--- src/rtl/acc_pkg.sv ---
// Shared state encoding and default widths for the accumulate controller.
package acc_pkg;

  localparam int DEF_IN_DATA_WIDTH = 8;
  localparam int DEF_DWIDTH        = 16;
  localparam int DEF_AWIDTH        = 6;

  typedef enum logic [1:0] {
    S_IDLE  = 2'd0,
    S_FETCH = 2'd1,
    S_DRAIN = 2'd2,
    S_DONE  = 2'd3
  } state_e;

endpackage

--- src/rtl/acc_dp.sv ---
// Sum register with synchronous clear and wrapping adder.
// Carry detect is present only when ACC_CTRL_OVF_EN is defined.
module acc_dp
  import acc_pkg::*;
#(
  parameter int IN_DATA_WIDTH = DEF_IN_DATA_WIDTH,
  parameter int DWIDTH        = DEF_DWIDTH
) (
  input  logic                     clk,
  input  logic                     reset,
  input  logic                     clr_i,
  input  logic                     add_en_i,
  input  logic [IN_DATA_WIDTH-1:0] data_i,
`ifdef ACC_CTRL_OVF_EN
  output logic                     ovf_o,
`endif
  output logic [DWIDTH-1:0]        sum_o
);

  logic [DWIDTH-1:0] sum_q;
  logic [DWIDTH-1:0] sum_d;

`ifdef ACC_CTRL_OVF_EN
  logic              ovf_q;
  logic [DWIDTH:0]   sum_ext;

  assign sum_ext = {1'b0, sum_q} + (DWIDTH+1)'(data_i);
  assign sum_d   = sum_ext[DWIDTH-1:0];
  assign ovf_o   = ovf_q;
`else
  assign sum_d   = sum_q + DWIDTH'(data_i);
`endif

  always_ff @(posedge clk) begin
    if (reset) begin
      sum_q <= '0;
`ifdef ACC_CTRL_OVF_EN
      ovf_q <= 1'b0;
`endif
    end else if (clr_i) begin
      sum_q <= '0;
`ifdef ACC_CTRL_OVF_EN
      ovf_q <= 1'b0;
`endif
    end else if (add_en_i) begin
      sum_q <= sum_d;
`ifdef ACC_CTRL_OVF_EN
      // Sticky: any carry in the job marks the held result as wrapped.
      ovf_q <= ovf_q | sum_ext[DWIDTH];
`endif
    end
  end

  assign sum_o = sum_q;

endmodule

--- src/rtl/acc_ctrl.sv ---
// Sequences N reads from operand memory and accumulates the returned data.
// Optional overflow_o port is enabled by ACC_CTRL_OVF_EN.
module acc_ctrl
  import acc_pkg::*;
#(
  parameter int IN_DATA_WIDTH = DEF_IN_DATA_WIDTH,
  parameter int DWIDTH        = DEF_DWIDTH,
  parameter int AWIDTH        = DEF_AWIDTH
) (
  input  logic                     clk,
  input  logic                     reset,
  input  logic                     start_i,
  input  logic [AWIDTH-1:0]        base_addr_i,
  input  logic [AWIDTH-1:0]        num_cnt_i,
  output logic                     mem_ce_o,
  output logic [AWIDTH-1:0]        mem_addr_o,
  input  logic [IN_DATA_WIDTH-1:0] mem_q_i,
  output logic                     busy_o,
  output logic                     done_o,
`ifdef ACC_CTRL_OVF_EN
  output logic                     overflow_o,
`endif
  output logic [DWIDTH-1:0]        result_o
);

  localparam logic [AWIDTH-1:0] ONE_A = {{(AWIDTH-1){1'b0}}, 1'b1};

  state_e            state_q;
  logic              ce_q;
  logic [AWIDTH-1:0] addr_q;
  logic [AWIDTH-1:0] cnt_q;
  logic              rvalid_q;
  logic              busy_q;
  logic              done_q;
  logic              accept_d;

  assign accept_d = (state_q == S_IDLE) && start_i;

  always_ff @(posedge clk) begin
    if (reset) begin
      state_q  <= S_IDLE;
      ce_q     <= 1'b0;
      addr_q   <= '0;
      cnt_q    <= '0;
      rvalid_q <= 1'b0;
      busy_q   <= 1'b0;
      done_q   <= 1'b0;
    end else begin
      rvalid_q <= ce_q;
      unique case (state_q)
        S_IDLE: begin
          if (start_i) begin
            busy_q <= 1'b1;
            if (num_cnt_i == '0) begin
              state_q <= S_DONE;
              done_q  <= 1'b1;
            end else begin
              state_q <= S_FETCH;
              ce_q    <= 1'b1;
              addr_q  <= base_addr_i;
              // cnt_q counts reads still to issue after the current one.
              cnt_q   <= num_cnt_i - ONE_A;
            end
          end
        end
        S_FETCH: begin
          if (cnt_q == '0) begin
            state_q <= S_DRAIN;
            ce_q    <= 1'b0;
            addr_q  <= '0;
          end else begin
            addr_q <= addr_q + ONE_A;
            cnt_q  <= cnt_q - ONE_A;
          end
        end
        S_DRAIN: begin
          state_q <= S_DONE;
          done_q  <= 1'b1;
        end
        S_DONE: begin
          state_q <= S_IDLE;
          done_q  <= 1'b0;
          busy_q  <= 1'b0;
        end
        default: state_q <= S_IDLE;
      endcase
    end
  end

  acc_dp #(
    .IN_DATA_WIDTH(IN_DATA_WIDTH),
    .DWIDTH       (DWIDTH)
  ) u_dp (
    .clk     (clk),
    .reset   (reset),
    .clr_i   (accept_d),
    .add_en_i(rvalid_q),
    .data_i  (mem_q_i),
`ifdef ACC_CTRL_OVF_EN
    .ovf_o   (overflow_o),
`endif
    .sum_o   (result_o)
  );

  assign mem_ce_o   = ce_q;
  assign mem_addr_o = addr_q;
  assign busy_o     = busy_q;
  assign done_o     = done_q;

endmodule

--- config.mk ---
export PLATFORM = sky130hd
export DESIGN_NAME = acc_ctrl
export DESIGN_NICKNAME = d
export VERILOG_FILES = /design/src/rtl/acc_pkg.sv /design/src/rtl/acc_dp.sv /design/src/rtl/acc_ctrl.sv
export SDC_FILE = /design/constraint.sdc
export NUM_CORES = 1
export LEC_CHECK = 0
export ABC_AREA = 1
export CAP_MARGIN = 0
export CORE_MARGIN = 2
export CORE_UTILIZATION = 25
export DETAILED_ROUTE_END_ITERATION = 12
export GPL_TIMING_DRIVEN = 0
export PLACE_DENSITY_LB_ADDON = 0.3
export SYNTH_ARGS = -nofsm -noshare
export SYNTH_HDL_FRONTEND = slang
export SYNTH_HIERARCHICAL = 1
export SYNTH_SLANG_ARGS = --single-unit
--- constraint.sdc ---
create_clock -name clk -period 3.49 [get_ports clk]
set_input_delay 0.8725 -clock clk [delete_from_list [all_inputs] [get_ports clk]]
set_output_delay 0.8725 -clock clk [all_outputs]
set_load 0.01 [all_outputs]
Word-level counts from Yosys, hierarchy flattened --
Index checks and enable logic that the tools add are counted.
Storage, ports and cells: bits in writable memories 0, latch bits 0, word-level logic and storage cells 55, memories kept 0, ROM bits 0, output and inout bits 25, register bits 34, input bits 23
Cells by class: add/sub/neg operators 4, mux-type cells 21, multipliers 0, div/mod/pow operators 0, shift operators 0, bitwise operators 0, magnitude comparators 0, reduce and logical (&&, ||, !) cells 14, eq/ne operators 8
Operators with widths (number):
- 6-bit 2-to-1 mux | 6
- 6-bit one-hot mux with 2 select lines | 2
- 16-bit by 8-bit adder with 16-bit output | 1
- 6-bit zero test | 2
- 6-bit by 1-bit subtractor with 6-bit output (second input constant) | 2
- 2-bit != test (second input constant) | 4
- 2-bit one-hot mux with 4 select lines | 1
- 4-bit AND reduction | 2
- 6-bit by 1-bit adder with 6-bit output (second input constant) | 1
- 1-bit 2-to-1 mux | 6
- 2-bit 2-to-1 mux | 3
- 3-bit AND reduction | 2
- 2-bit == test (second input constant) | 2
- 1-bit one-hot mux with 2 select lines | 2
- 2-bit AND reduction | 2
- 2-bit nonzero test | 2
- 1-bit one-hot mux with 3 select lines | 1
- 3-bit nonzero test | 1
- 2-bit by 1-bit == test with 1-bit output (second input constant) | 1
- 2-bit zero test | 1
- 2-bit by 1-bit != test with 1-bit output (second input constant) | 1
- 2-bit OR reduction | 1
- 1-bit logical AND | 1

Depth between registers and ports, before layout --
word-level depth 4, mapped depth 12

Modules after synthesis --
Netlist, hierarchy kept.
Modules (own cells, without submodules):
- acc_dp | cells each 182, area each 1162.4 um^2, instances 1
- acc_ctrl | cells each 170, area each 1138.6 um^2, instances 1

Worst setup path after synthesis --
OpenSTA, ideal clock, no wires.
kind input -> register, start input mem_q_i[0], end register u_dp.sum_q[8], in the netlist u_dp/sum_o[8], arrival 2006 ps, path buffers 0, slack 1369 ps, stages 8, data required time 3375 ps, setup time 115 ps, cells stage by stage ha_1 fa_1 nand2_1 nand3_1 nand2_1 o21ai_2 a21oi_1 nor2_1
On the way: longest elaborated chain between the ends 1
Ends and longest elaborated chain:
- start, declared | line acc_ctrl.sv:17 | input logic [IN_DATA_WIDTH-1:0] mem_q_i,
- 16-bit by 8-bit adder with 16-bit output | line acc_dp.sv:31 | assign sum_d = sum_q + DWIDTH'(data_i);
- end signal, assigned | line acc_dp.sv:46 | sum_q <= sum_d;
- end, declared | line acc_dp.sv:20 | logic [DWIDTH-1:0] sum_q;
Every way passes these cells. A chain may end at the register's enable or synchronous reset.

Worst setup path after layout --
start input mem_q_i[0], end register u_dp.sum_q[12], in the netlist u_dp/sum_o[12]
Same word-level chain as after synthesis.

==> metrics <==
final hold slack=0.4624 ns; VDD IR max=0.0002909 V; DR DRC count=0; H-tree Lvls=2; Final Hold Viols=0; final setup violation count=0; crit path time final=2.402 ns; gr ovfl total=0; post-DP HPWL=4.568 mm; vias in the first global route=2312; largest net degree at the start of global routing=13; non-filler cells, final=518; Yosys top cell area share=29.58%; Leakage=1.368 nW; fin nets=444; outcome=finished, final reports clean; Clock Tree Root=clkbuf_8; CP Data Arrival Time=2.58 ns; min-delay worst type=reg -> reg; Synth Net Count=390; Post-synth EDFFs=0; R2R cell count=9; first-pass GRT wire length=10.42 mm; hold-fix buffers at CTS=0; hold path startpoint=mem_ce_o; max-slew violation count=0; fmax=416.2 MHz; switching portion of total power=39.71%; routability-driven placement congestion ratio=0.8851; Max-Cap Viols=0; top_reg_cell synth=dfxtp_1; PwrDens=624.1 nW/um^2; reg2reg end=cnt_q[2]; Reg power frac=29.5%; crit path capture=u_dp/sum_o[12]; Internal=1.147 mW; final setup TNS=0 ns; CP endpoint kind=flip-flop; Die ar.=9987 um^2; initial core utilization=25.38%; CTS tree=yes; most common cell in the netlist=nand2_1; Ports=48; Worst-Margin Slew=0.5313 ns; Overall Global Routing Usage=12.67%; FP Rows=35; asr flop ratio synth=0%; port bufs=47; Final ANT Viol Nets=0; Clk pwr share=23.5%; Logic pwr share=47.0%; Worst Clk Skew=0.01078 ns; R2R Setup Slk=1.57 ns; Mean Syn Cell Area=6.537 um^2; Yosys reg bits=34; placed insts=510; final period utilization=68.84%; Avg WL per Cell=11.34 um; Longest Clk Path Bufs=2; Synth Warn #=6; antenna violations before repair=0; crit path kind=in -> reg; crit path max fanout=4; Slew HR=64.58%; net switching power=0.7554 mW; Req. time, crit path=3.67 ns; Synth area leaders=dfxtp_1 (30%), nand2_1 (15%), ha_1 (7.6%); Startpoint Class=input pin; DR pass1 iterations=4; Tot Pwr=1.902 mW; RSZ-0062 raised after global routing=false; Area Growth Syn to Fin=32.46%; Distinct cells, synth=34; clock sink count=34; Post-Syn Instances=352; layout cells sized above 1=7.862%; antenna cells=0; post-synthesis cell area=2301 um^2; starting DRC count in detailed routing=42; post-CTS setup buffers=0; Synth top cells by count=nand2_1 (89), inv_1 (42), nor2_1 (42), dfxtp_1 (34), nand3_1 (33); die width=99.94 um; final WL=5.876 mm; r2r startpoint=state_q[1]; cts bufs inserted=5; Clk pin slew, worst setup/hold paths=0.09 ns; Seq/Total Area, Yosys=29.58%; DR vias=2332; crit path launch=mem_q_i[0]; Worst-Skew Late Latency=0.29 ns; Core Box Area=9065 um^2; PostCTS Resize Cnt=0; cell taking the most area after synthesis=dfxtp_1; overall die height=99.94 um; final core utilization=33.62%; vias per inst=4.502; Hold Path Depth=2
## critical path: stages
cell	delay, ns
clkdlybuf4s50_1	0.40
ha_1	0.24
fa_1	0.44
nand2_1	0.09
nand3_1	0.09
nand2_1	0.14
o21ai_2	0.11
a21oi_1	0.14
nor2_1	0.06
## metrics by stage
step                      setup slack, ns  area (um^2)
after floorplan                     1.369         2301
after global placement             0.7960         2910
after detailed placement           0.7911         2910
after CTS                           1.082         3048
after global routing               0.9691         3048
final                               1.088         3048
## registers in the layout, indices dropped and copies added (netlist names)
signal and flops:
rvalid_q 1, state_q 2, done_o 1, u_dp/sum_o 16, busy_o 1, mem_addr_o 6, mem_ce_o 1, cnt_q 6
## metal layers
metal  GRT usage [%]  part of all wire (%)  up-vias
met5               0                     0        -
met4           3.372                   1.0        0
met3           2.855                   5.2        7
met2           21.41                    45       56
met1           16.32                    49     1014
li1                -                     -     1255
## power by group through the flow
| stage | logic, mW | clock network (mW) | registers, mW |
|---|---|---|---|
| 4_1_cts | 0.897 | 0.459 | 0.562 |
| 2_1_floorplan | 0.603 | 0 | 0.575 |
| 5_1_grt | 1.02 | 0.477 | 0.576 |
| 3_5_place_dp | 0.892 | 0 | 0.568 |
| 3_3_place_gp | 0.887 | 0 | 0.567 |
| 6_report | 0.893 | 0.448 | 0.561 |
## final cells by class
type / count / area [um^2]
Inverter: 47 / 176.4
Multi-Input combinational cell: 265 / 1401
Clock buffer: 5 / 68.82
Buffer: 6 / 42.54
Timing Repair Buffer: 47 / 470.5
Tap cell: 111 / 138.9
Sequential cell: 34 / 680.7
Fill cell: 971 / 6017
Clock inverter: 3 / 68.82
## cells by family after synthesis
kind of cell	count (synthesis)	share of synthesized area (%)
xor+xnor	6	2.284
simple gates	187	36.16
buf+inv	53	9.516
compound gates	57	13.98
fa+ha+maj	15	8.483
flops	34	29.58
## cells in the final DEF, fill, tap and decap left out, types with 5 or more instances in the layout
cell type / instances
inv_1: 42
inv_2: 5
o21ai_0: 15
nor2_1: 42
dfxtp_1: 34
a21oi_1: 27
nand2_1: 89
clkdlybuf4s50_1: 47
nand3_1: 33
ha_1: 14
clkbuf_8: 5
## worst min path at each step
stage / endpoint / slack, ns
4_1_cts: rvalid_q / 0.45
3_5_place_dp: rvalid_q / 0.44
6_report: rvalid_q / 0.46
3_3_place_gp: rvalid_q / 0.46
5_1_grt: rvalid_q / 0.47
2_1_floorplan: cnt_q[2] / 0.44
No activity file was read; power rests on OpenSTA's default activity.
==> RTL change 1, RTL diff (config.mk and constraints unchanged) <==
Put one more register stage on the output `mem_addr_o`, without a reset. The value now appears one clock later. The other outputs are not delayed to match.
--- a/src/rtl/acc_ctrl.sv
+++ b/src/rtl/acc_ctrl.sv
@@ -103,7 +103,9 @@
   );
 
   assign mem_ce_o   = ce_q;
-  assign mem_addr_o = addr_q;
+  always_ff @(posedge clk) begin
+    mem_addr_o <= addr_q;
+  end
   assign busy_o     = busy_q;
   assign done_o     = done_q;
 
Function: changed (Yosys sat finds a counterexample within 4 cycles, from zero or initial values and one cycle with reset high).
==> RTL change 1 against the original RTL <==
  * Sequential share of layout area rose by 2.1 points
  * Critical path depth did not move
  * Setup slack got worse by 0.030 ns
  * Area after synthesis rose by 10%
  * Total power rose by 16%
  * Wire length rose by 8.3%
  * First-iteration DRC count rose by 69%
  * Die area rose by 9.9%
  * Sequential cell count rose by 6
  * Via count rose by 6.7%
  * Design area rose by 7.7%
  * Final cell count rose by 10%
  * Critical path type unchanged
==> RTL change 1: results (changes against the original RTL) <==
Clock Power 0.378 mW (-16%); Post-synth top cells nand2_1, nor2_1, inv_1; detailed-router iteration count before antenna repair 5 (+1); first-pass GRT wire length 11000 um (+6.0%); cell total after placement 563 (+10%); Hold WS 0.396 ns (-0.0665 ns); top cells by area, synth dfxtp_1, nand2_1, nor2_1, ha_1, inv_1; total combinational power 1.13 mW (+27%); M3 GR Usage 2.68% (-0.17 points); Syn Inst Count 383 (+8.8%); Min-Delay Path Depth 0 (-2); met1 usage 15.9% (-0.44 points); Arrival @ worst endpoint 2.62 ns (+0.04 ns); status complete, no violations; WL met2 2860 um (+8.5%); share of cells above drive strength 1 8.22% (+0.36 points); Pleak 1.52 nW (+11%); Post-layout nets 475 (+7.0%); sequential fraction of the synthesis area 31.6% (+2.0 points); GR Util All Layers 12.2% (-0.49 points); vias in the first global route 2411 (+4.3%); gr busiest metal met2; Yosys cell types 36 (+5.9%); Finished Layout Cells 571 (+10%); endpoint of the worst hold path mem_addr_o[5]$_DFF_P_; clock slew at reported path FFs 0.07 ns (-0.02 ns); top layer in use met4; Max-Slew Margin vs Limit 66.0% (+1.4 points); metal3 WL 313 um (+2.6%); VDD IR-drop max 247 uV (-15%); Fmax 0.411 GHz (-1.2%); M2 GR Usage 19.9% (-1.5 points); GPL Wtd Cong 0.850 (-3.9%); DRT met1 WL 3100 um (+8.1%); Reg2Reg Depth 12 (+3); RR Endpoint cnt_q[4]$_SDFFE_PP0P_; syn_nets 421 (+7.9%); Internal Pwr Total 1.29 mW (+12%); initial DRC count 71 (+69%); Vias/cell 4.36 (-3.2%); clock power share 17.1% (-6.4 points)
-- RTL change 1: cell count changes after synthesis, moves of 4 or more --
cell / before / now
a21oi_1: 27 / 15
nand2_1: 89 / 107
nor2_1: 42 / 63
o21a_1: 4 / 0
o21ai_0: 15 / 10
dfxtp_1: 34 / 40
-- RTL change 1: kinds of logic after synthesis --
group | after synthesis | share of synthesized area, %
AO/OA/AOI/OAI | 39 | 9.22
XOR/XNOR | 6 | 2.07
flip-flops | 40 | 31.6
AND/OR/NAND/NOR | 227 | 39.7
buffers and inverters | 56 | 9.76
adder cells (fa/ha/maj) | 15 | 7.69
-- RTL change 1: layout make-up --
cell class	instances	area (um^2)
Fill cell	1104	6540
Multi-Input combinational cell	287	1490
Sequential cell	40	801
Timing Repair Buffer	47	470
Inverter	48	180
Tap cell	133	166
Clock buffer	6	72.6
Buffer	8	67.6
Clock inverter	2	35.0
==> RTL change 2, RTL diff (config.mk and constraints unchanged) <==
Made on the original files. Set the package constant `DEF_AWIDTH` to 4 (it was 6).
--- a/src/rtl/acc_pkg.sv
+++ b/src/rtl/acc_pkg.sv
@@ -3,7 +3,7 @@
 
   localparam int DEF_IN_DATA_WIDTH = 8;
   localparam int DEF_DWIDTH        = 16;
-  localparam int DEF_AWIDTH        = 6;
+  localparam int DEF_AWIDTH        = 4;
 
   typedef enum logic [1:0] {
     S_IDLE  = 2'd0,
Interface: changed (resized base_addr_i, mem_addr_o and num_cnt_i); port bits go from 48 to 42. The function was not compared with the original's and may differ.
==> RTL change 2 against the original RTL <==
  * Setup slack improved by 0.0061 ns
  * Combinational power fell by 8.5%
  * Clock power fell by 32%
  * Area after synthesis fell by 12%
  * Total power fell by 15%
  * Sequential power fell by 12%
  * Sequential cell count fell by 4
  * Global-route usage fell by 0.29 points
  * Design area fell by 13%
  * Register-to-register slack improved by 0.02 ns
  * Worst hold slack improved by 0.036 ns
  * Wire length fell by 11%
  * Largest power group unchanged
==> RTL change 2: results (changes against the original RTL) <==
GPL Wtd Cong 0.860 (-2.9%); Yosys cell types 31 (-8.8%); status complete, no violations; largest net degree at the start of global routing 11 (-2); Min-Delay Path Depth 2 (unchanged); clock skew 0.0124 ns (+0.00160 ns); crit path capture u_dp/sum_o[12]$_SDFFE_PP0P_; initial DRC count 101 (+140%); DRT met1 WL 2400 um (-16%); flop-to-flop setup slack 1.59 ns (+0.02 ns); post-CTS setup buffers 0 (unchanged); predominant post-synthesis flop cell dfxtp_1; Internal Pwr Total 0.919 mW (-20%); top cells by area, synth dfxtp_1, nand2_1, nor2_1, ha_1, inv_1; Arrival @ worst endpoint 2.57 ns (about the same); syn_nets 350 (-10%); first-pass GRT wire length 8730 um (-16%); WL met2 2480 um (-5.9%); GR Util All Layers 12.4% (-0.29 points); Pleak 1.23 nW (-10%); Syn Inst Count 316 (-10%); share of cells above drive strength 1 7.67% (-0.19 points); worst-skew pair later-pin latency 0.29 ns (about the same); Tightest Pin Transition 0.558 ns (+0.0269 ns); endpoint of the worst hold path u_dp/sum_o[0]$_SDFFE_PP0P_; RR Endpoint u_dp/sum_o[2]$_SDFFE_PP0P_; post-synthesis async set-or-reset flop share 0% (unchanged); WL final 5230 um (-11%); cell total after placement 459 (-10%); post-detail-place hpwl 3980 um (-13%); Hold Crit Start u_dp/sum_o[0]$_SDFFE_PP0P_; Vias/cell 4.44 (-1.4%); total CTS buffers 5 (unchanged); initial antenna violation count 0 (unchanged); sequential fraction of the synthesis area 29.7% (+0.14 points); Inserted Diodes 0 (unchanged); Fillers 840 (-13%); Finished Layout Cells 467 (-9.8%); Reg-to-Reg Start state_q[0]$_SDFFE_PP0P_; classification of the worst-slack hold path reg -> reg; VDD IR-drop max 243 uV (-16%); Post-CTS Resized 0 (unchanged); CP Launch Point mem_q_i[0]; Port Buffers 41 (-13%); maximum buffer depth of the clock tree 2 (unchanged); Post-synth top cells nand2_1, nor2_1, inv_1; metal3 WL 270 um (-11%); vias in the first global route 1917 (-17%); Post-layout nets 398 (-10%)
## RTL change 2: cell count changes after synthesis, sizes merged, moves of 2 or more
| cell | delta |
|---|---|
| a21oi | -11 |
| o21ai | -4 |
| dfxtp | -4 |
| nor2 | +11 |
| nand2 | -12 |
| nand3 | -5 |
| inv | -3 |
| nand4 | -2 |
| o21a | -4 |
## RTL change 2: per-stage QoR
step	worst slack [ns]	hold WS, ns	instance area, um^2	total power [mW]	util (%)
finish	1.09	0.498	2650	1.61	34.2
global route	0.983	0.519	2650	1.77	34.2
CTS	1.10	0.488	2650	1.63	34.2
detailed placement	0.803	0.477	2560	1.31	32.9
global placement	0.791	0.475	2560	1.30	32.9
floorplan	1.37	0.468	2020	1.05	-
## RTL change 2: cells by family after synthesis
| logic type | share of synthesized area [%] |
|---|---|
| xor+xnor | 1.73 |
| compound gates | 11.3 |
| flops | 29.7 |
| simple gates | 38.1 |
| buf+inv | 9.53 |
| fa+ha+maj | 9.66 |
## RTL change 2: per-layer routing
metal | GRT usage, % | up-vias
li1 | - | 1099
met1 | 15.2 | 914
met2 | 21.0 | 56
met3 | 3.05 | 5
met4 | 4.35 | 0
met5 | 0 | -
## RTL change 2: final cells by class
type | instances | area share [%]
multi-input cells | 237 | 46.3
flip-flops and latches | 30 | 22.6
repair buffers | 41 | 15.5
inverters | 44 | 6.22
well taps | 102 | 4.81
clock buffers | 6 | 3.11
plain buffers | 5 | 1.04
clock inverters | 2 | 0.471
## RTL change 2: power by group through the flow
stage | clock network (mW) | logic [mW] | registers, mW
2_1_floorplan | 0 | 0.542 | 0.511
3_3_place_gp | 0 | 0.805 | 0.497
3_5_place_dp | 0 | 0.812 | 0.497
4_1_cts | 0.323 | 0.819 | 0.492
5_1_grt | 0.335 | 0.930 | 0.506
6_report | 0.304 | 0.817 | 0.491
